**config.mk**
```make
export PLATFORM = sky130hd
export DESIGN_NAME = inv_shiftrow_stream
export DESIGN_NICKNAME = d
export VERILOG_FILES = /design/src/rtl/inv_shiftrow_stream.sv
export SDC_FILE = /design/constraint.sdc
export NUM_CORES = 1
export LEC_CHECK = 0
export BUFFER_PORTS_ARGS = -buffer_cell sky130_fd_sc_hd__buf_2
export CAP_MARGIN = 20
export CORE_ASPECT_RATIO = 0.8
export CORE_MARGIN = 4
export CORE_UTILIZATION = 52
export DETAILED_ROUTE_END_ITERATION = 7
export PLACE_DENSITY_LB_ADDON = 0.05
export SETUP_SLACK_MARGIN = 0.3
export SLEW_MARGIN = 20
export SYNTH_ARGS = -nofsm -noshare
export SYNTH_HDL_FRONTEND = slang
export SYNTH_SLANG_ARGS = --single-unit
```
**constraint.sdc**
```tcl
create_clock -name clk -period 3.45 [get_ports clk]
set_input_delay 1.035 -clock clk [delete_from_list [all_inputs] [get_ports clk]]
set_output_delay 1.035 -clock clk [all_outputs]
set_load 0.05 [all_outputs]
```
**src/rtl/inv_shiftrow_stream.sv**
```systemverilog
// Column-serial AES InvShiftRows: buffers a 4x4 state one 32-bit column at a time
// and emits it with row r rotated right by r. Optional macro: INV_SHIFTROW_LAST_CHK_EN.
module inv_shiftrow_stream #(
  parameter int DOUBLE_BUF = 1
) (
  input  logic        clk,
  input  logic        rst,
  input  logic        s_valid,
  output logic        s_ready,
  input  logic [31:0] s_data,
  output logic        m_valid,
  input  logic        m_ready,
  output logic [31:0] m_data,
  output logic        m_last
`ifdef INV_SHIFTROW_LAST_CHK_EN
  ,
  input  logic        s_last,
  output logic        err
`endif
);

  // Handshake: a beat transfers on the rising edge where valid && ready; valid
  // never depends on ready, and both ready and valid come from registered state.
  logic [31:0] mem [2][4];
  logic [1:0]  full;
  logic        wr_bank;
  logic        rd_bank;
  logic [1:0]  wr_col;
  logic [1:0]  rd_col;
  logic        wr_fire;
  logic        rd_fire;

  assign s_ready = !full[wr_bank];
  assign m_valid = full[rd_bank];
  assign m_last  = m_valid && (rd_col == 2'd3);
  assign wr_fire = s_valid && s_ready;
  assign rd_fire = m_valid && m_ready;

  // A write and a read never touch the same bank's full flag in one cycle:
  // the write needs it clear, the read needs it set.
  always_ff @(posedge clk or posedge rst) begin
    if (rst) begin
      full    <= 2'b00;
      wr_bank <= 1'b0;
      rd_bank <= 1'b0;
      wr_col  <= 2'd0;
      rd_col  <= 2'd0;
    end else begin
      if (wr_fire) begin
        wr_col <= wr_col + 2'd1;
        if (wr_col == 2'd3) begin
          full[wr_bank] <= 1'b1;
          wr_bank       <= (DOUBLE_BUF != 0) ? ~wr_bank : 1'b0;
        end
      end
      if (rd_fire) begin
        rd_col <= rd_col + 2'd1;
        if (rd_col == 2'd3) begin
          full[rd_bank] <= 1'b0;
          rd_bank       <= (DOUBLE_BUF != 0) ? ~rd_bank : 1'b0;
        end
      end
    end
  end

  always_ff @(posedge clk) begin
    if (wr_fire) mem[wr_bank][wr_col] <= s_data;
  end

  // Row r of output column c comes from stored column (c - r) mod 4.
  always_comb begin
    logic [1:0] src;
    src    = 2'd0;
    m_data = '0;
    if (m_valid) begin
      for (int r = 0; r < 4; r++) begin
        src = rd_col - 2'(r);
        m_data[31-8*r -: 8] = mem[rd_bank][src][31-8*r -: 8];
      end
    end
  end

`ifdef INV_SHIFTROW_LAST_CHK_EN
  always_ff @(posedge clk or posedge rst) begin
    if (rst) begin
      err <= 1'b0;
    end else if (wr_fire && (s_last != (wr_col == 2'd3))) begin
      err <= 1'b1;
    end
  end
`endif

endmodule

```
-- Yosys cells after proc, flatten, opt, wreduce, memory -nomap -nowiden
Memories as Yosys holds them, arrays and structs flattened.
Index checks and enable logic that the tools add are counted.
- $add $sub $neg: 5
- reductions and logical operators: 9
- equal/unequal tests: 2
- magnitude comparators: 10
- multiplexer cells: 29
- bitwise operators: 10
- operators with widths (kind ; number):
    $bmux 32 s2 ; 4
    $mux 128 ; 1
    $mux 32 ; 4
    $demux 32 s2 ; 1
    $mux 24 ; 2
    $mux 16 ; 2
    $mux 8 ; 2
    $ge 3x3->1 const B ; 5
    $not 2->3 ; 5
    $mux 2 ; 4
    $mux 1 ; 7
    $logic_and 1x1->1 ; 6
    $add 2x1->2 const B ; 2
    $eq 2x2->1 const B ; 2
    $lt 1x2->1 const B ; 2
    $reduce_and 2->1 ; 2
    $sub 2x2->2 const B ; 2
    $lt 3x1->1 const B ; 1
    $and 2x2->2 ; 1
    $demux 1 s1 ; 2
    $ge 1x1->1 const B ; 2
    $not 1->1 ; 2
    $not 2->2 ; 1
    $or 2x2->2 ; 1
    2 further kinds ; 2
- input bits: 36
- flip-flop bits (word level): 8
- memories kept: 1
- word-level logic and storage cells: 71
- RAM bits: 256
- output and inout port bits: 35
- memory list (memory ; depth ; bits a word ; read ports ; clocked after Yosys merged registers in ; write ports ; line ; RTL):
    mem ; 2 ; 128 ; 1 ; 0 ; 1 ; 24 ; logic [31:0] mem [2][4];

-- Logic depth before layout (Yosys ltp)
- word-level depth: 10
- depth in mapped cells: 6
- gate-level depth less buffers: 4

-- Worst setup path before layout
No wires, ideal clock.
- kind: register to register
- from: register wr_bank
- to: memory mem[0][0] (netlist name) (enable)
- data required time: 3.029 ns
- cell stages (with the launch flop): 5
- library setup time: 0.421 ns
- slack: -0.139 ns
- path buffers: 1
- period minus slack after synthesis: 3.589 ns
- data arrival time: 3.167 ns
- path through: dfrtp_1 -> clkbuf_1 -> mux2i_1 -> nand3_1 -> nor2_1
- cells in the longest elaborated chain, start to end: 6
- RTL lines (what ; line ; RTL):
    start: declaration ; 26 ; logic wr_bank;
    start signal: assignment ; 53 ; wr_bank <= (DOUBLE_BUF != 0) ? ~wr_bank : 1'b0;
    $mux 1 (not written as such) (2 in series) ; 33 ; assign s_ready = !full[wr_bank];
    $logic_not 1->1 ; 33 ;
    net s_ready ; 9 ; output logic s_ready,
    $logic_and 1x1->1 ; 36 ; assign wr_fire = s_valid && s_ready;
    $mux 1 ; 67 ; if (wr_fire) mem[wr_bank][wr_col] <= s_data;
    $mux 128 (not written as such) ; 67 ;
    end: declaration ; 24 ;
The timed path passes the listed nets, and every way through them passes these cells. The select of a mux whose other input is x is not followed.

-- Worst setup path in the final report
- from: register rd_col[1]
- to: output m_data[2]
- cells in the longest elaborated chain, start to end: 6
- RTL lines (what ; line ; RTL):
    start: declaration ; 29 ; logic [1:0] rd_col;
    start signal: assignment ; 57 ; rd_col <= rd_col + 2'd1;
    $sub 2x2->2 ; 77 ; src = rd_col - 2'(r);
    $not 2->3 (not written as such) ; 78 ; m_data[31-8*r -: 8] = mem[rd_bank][src][31-8*r -: 8];
    $bmux 32 s2 ; 78 ;
    $mux 8 (not written as such) (2 in series) ; 78 ;
    $mux 32 ; 75 ; if (m_valid) begin
    end: declaration ; 13 ; output logic [31:0] m_data,
Every way passes these cells. The select of a mux whose other input is x is not followed.

==> reports/qor.yml <==
run_status:
  status: "finished clean"
sta:
  period_minus_slack_ns: 3.237
  hold_violations: 0
  rsz0062_at_grt: "true"
  min_period_over_period: 0.9382
  drv_slew: 0
  fin_skew_ns: 0.009318
  worstMarginPinSlew_ns: 0.6237
  fmax_mhz: 308.9
  slew_headroom: 0.5842
  fin_ws_ns: 0.2131
  setup_viol: 0
  fin_setup_tns_ns: 0
route:
  wl_per_cell_um: 25.32
  vias: 5911
  wl_um: 25830
  ant_nets: 0
  routed_via_density: 5.795
  drc: 0
  drtIter0Drc: 469
  drt_pre_antenna_iters: 4
flow_run:
  max_cap_violations: 0
cts:
  numCtsBuffers: 26
  tritoncts: "done"
  cts.reportedPaths.clkPinSlew_ns: 0.06
  root_buffer: "clkbuf_16"
  cts_max_path_buffers: 3
  h-tree-depth: 1
  clk_latency_ns: 0.52
  ctsHoldBuffers: 0
  clock-sinks: 264
place:
  io_buffers: 70
  place_ws_ns: 0.3329
  gp_congestion: 0.7607
  dp_hpwl_um: 12730
die:
  core_region_area_um2: 19800
  die_w_um: 166.6
  start_util: 0.5286
  rows: 46
  io_pins: 71
  die_h_um: 134.9
  dieArea_um2: 22480
grt:
  grt_max_degree: 33
  grt_pass1_wl_um: 37740
  antenna_found_initial: 3
  grt_pass1_vias: 6195
  grt.overflow.total: 0
  track_usage: 0.2211
finish:
  syn2layout_area_growth_pct: 31.75
  fin_nets: 775
  multi_input_area_um2: 3149
  drive_gt1_frac: 0.5438
  n_fill_cell: 1313
  seqCellArea_um2: 7894
worst_hold_path:
  hp-class: "primary input to asynchronous set/reset pin"
power:
  pwr-share-clk: 0.199
  leakage_uw: 0.004697
  ir_drop_mv: 0.5858
  pwr-share-seq: 0.284
  p_int_uw: 8799
  comb_power_share: 0.517
  switchingPower_uw: 5525
  power_density_nw_per_um2: 1039
  swShare: 0.3857
critical_path:
  required_ns: 2.41
  path_class: "flop to output port"
  arrival_ns: 2.20
  start_kind: "flop"
  reg2reg_setup_slack_ns: 1.42
  cp-end-kind: "output port"
  critPathMaxFanout: 6
yosys:
  syn-num-nets: 641
  synthCells: 600
  syn_area_per_cell_um2: 17.44
  ys_seq_elements: 264
  syn_area_um2: 10470
  ys_types: 29
  yosysWarnings: 0
  seq_area_frac_synth: 0.7536
==> registers in the layout (all words and copies together) (netlist names) <==
name / cells
wr_col: 2
wr_bank: 1
rd_col: 2
full: 2
mem: 256
rd_bank: 1
==> cell families (layout without fill, tap and decap cells) <==
logic type / count (synthesis) / after routing / synth area share
flops: 264 / 264 / 0.7536
fa+ha+maj: 5 / 5 / 0.005977
mux: 100 / 101 / 0.1075
buf+inv: 38 / 191 / 0.02056
simple gates: 89 / 89 / 0.04734
compound gates: 101 / 101 / 0.06252
other cells: 0 / 2 / 0
xor+xnor: 3 / 3 / 0.002511
==> worst max-delay path: stages (launching register included) <==
cell and delay [ns]:
dfrtp_2 0.44, ha_4 0.27, or2_4 0.29, clkbuf_16 0.21, a211oi_4 0.23, nor3_2 0.08, buf_6 0.16
==> layout make-up <==
class,instances,share of cell area
Multi-Input combinational cell,299,0.2284
Inverter,3,0.0008166
Tap cell,264,0.02395
Sequential cell,264,0.5725
Timing Repair Buffer,140,0.1108
Antenna cell,2,0.0003629
Clock buffer,29,0.04954
Clock inverter,19,0.01370
==> layout by cell type, fill, tap and decap left out, types with 3 or more instances in the layout <==
master / instances
clkinv_1: 7
nor3_4: 8
buf_4: 39
o21ai_0: 3
clkbuf_16: 32
a211oi_1: 5
o21ai_2: 14
buf_6: 31
dfrtp_1: 5
o21ai_1: 15
buf_12: 11
nor2b_4: 5
bufinv_16: 4
inv_1: 3
nand2b_4: 3
and2_2: 7
nor3_2: 23
buf_8: 9
o22ai_1: 10
buf_2: 37
mux2_2: 89
xnor2_1: 3
clkinv_2: 7
ha_1: 4
buf_16: 8
mux2_4: 11
nor2b_1: 16
nor2b_2: 11
a211oi_2: 21
edfxtp_1: 256
o22ai_2: 20
nand2_1: 5
a211oi_4: 6
==> synth_stat cells <==
cell type / n / area [um2]
edfxtp_1: 256 / 7687
mux2_2: 99 / 1115
o21ai_0: 33 / 165.2
nor2b_1: 32 / 200.2
nor3_1: 32 / 160.2
o22ai_1: 32 / 200.2
a211oi_1: 28 / 210.2
buf_4: 12 / 90.09
clkbuf_1: 11 / 41.29
and2_1: 8 / 50.05
buf_2: 8 / 40.04
dfrtp_1: 8 / 200.2
nand2_1: 6 / 22.52
ha_1: 5 / 62.56
a211oi_2: 4 / 50.05
nand2b_1: 4 / 25.02
inv_1: 3 / 11.26
xnor2_1: 3 / 26.28
buf_6: 2 / 22.52
clkbuf_2: 2 / 10.01
nand3_1: 2 / 10.01
nor2_1: 2 / 7.510
or2_1: 2 / 12.51
a22o_1: 1 / 8.760
a31oi_1: 1 / 6.260
a41oi_1: 1 / 8.760
mux2i_1: 1 / 10.01
nor3b_1: 1 / 7.510
o21ai_1: 1 / 5.000
==> per-layer routing <==
metal | track usage | part of all wire | up-vias | routed length (um)
met2 | 0.3777 | 0.50 | 196 | 13000
li1 | - | - | 2646 | -
met4 | 0.05270 | 0.020 | 2 | 529
met5 | 0 | 0.00054 | - | 14
met3 | 0.03746 | 0.066 | 40 | 1694
met1 | 0.3025 | 0.41 | 3027 | 10590
==> power by group through the flow <==
stage | Clock [uW] | Sequential (uW) | Combinational, uW
2_1_floorplan | 0 | 4060 | 3610
3_3_place_gp | 0 | 4130 | 4720
3_5_place_dp | 0 | 4150 | 4770
4_1_cts | 2900 | 4060 | 6450
5_1_grt | 3060 | 4100 | 7710
6_report | 2850 | 4070 | 7400
==> metrics by stage <==
step | std cells | power (uW) | utilization | cell area (um2) | hold WS, ns
after detailed placement | 928 | 8923 | 0.5760 | 11400 | 0.5418
after global routing | 1020 | 14870 | 0.6965 | 13790 | 0.5042
final | 1020 | 14320 | 0.6965 | 13790 | 0.4898
after global placement | 928 | 8848 | 0.5760 | 11400 | 0.5219
after floorplan | 600 | 7667 | - | 10650 | 0.4977
after CTS | 1001 | 13410 | 0.6651 | 13170 | 0.4839
==> worst paths after layout <==
kind / start / end / cells past startpoint
hold / removal: rst / full[0] / 2
hold reg to reg: wr_col[0] / wr_col[0] / 1
setup reg to reg: wr_bank / mem[0][17] / 4
max in group asynchronous: rst / rd_bank / 2
min in group clk: wr_col[0] / wr_col[0] / 1
setup / recovery: rd_col[1] / m_data[2] / 6
==> what timing repair did <==
item / CTS / global route
resized for setup: 157 / 100
endpoints found under the setup margin: 34 / 33
pin swaps: 20 / 37
setup buffers: 18 / 12
cloned: 7 / 5
(Power assumes the default switching activity.)
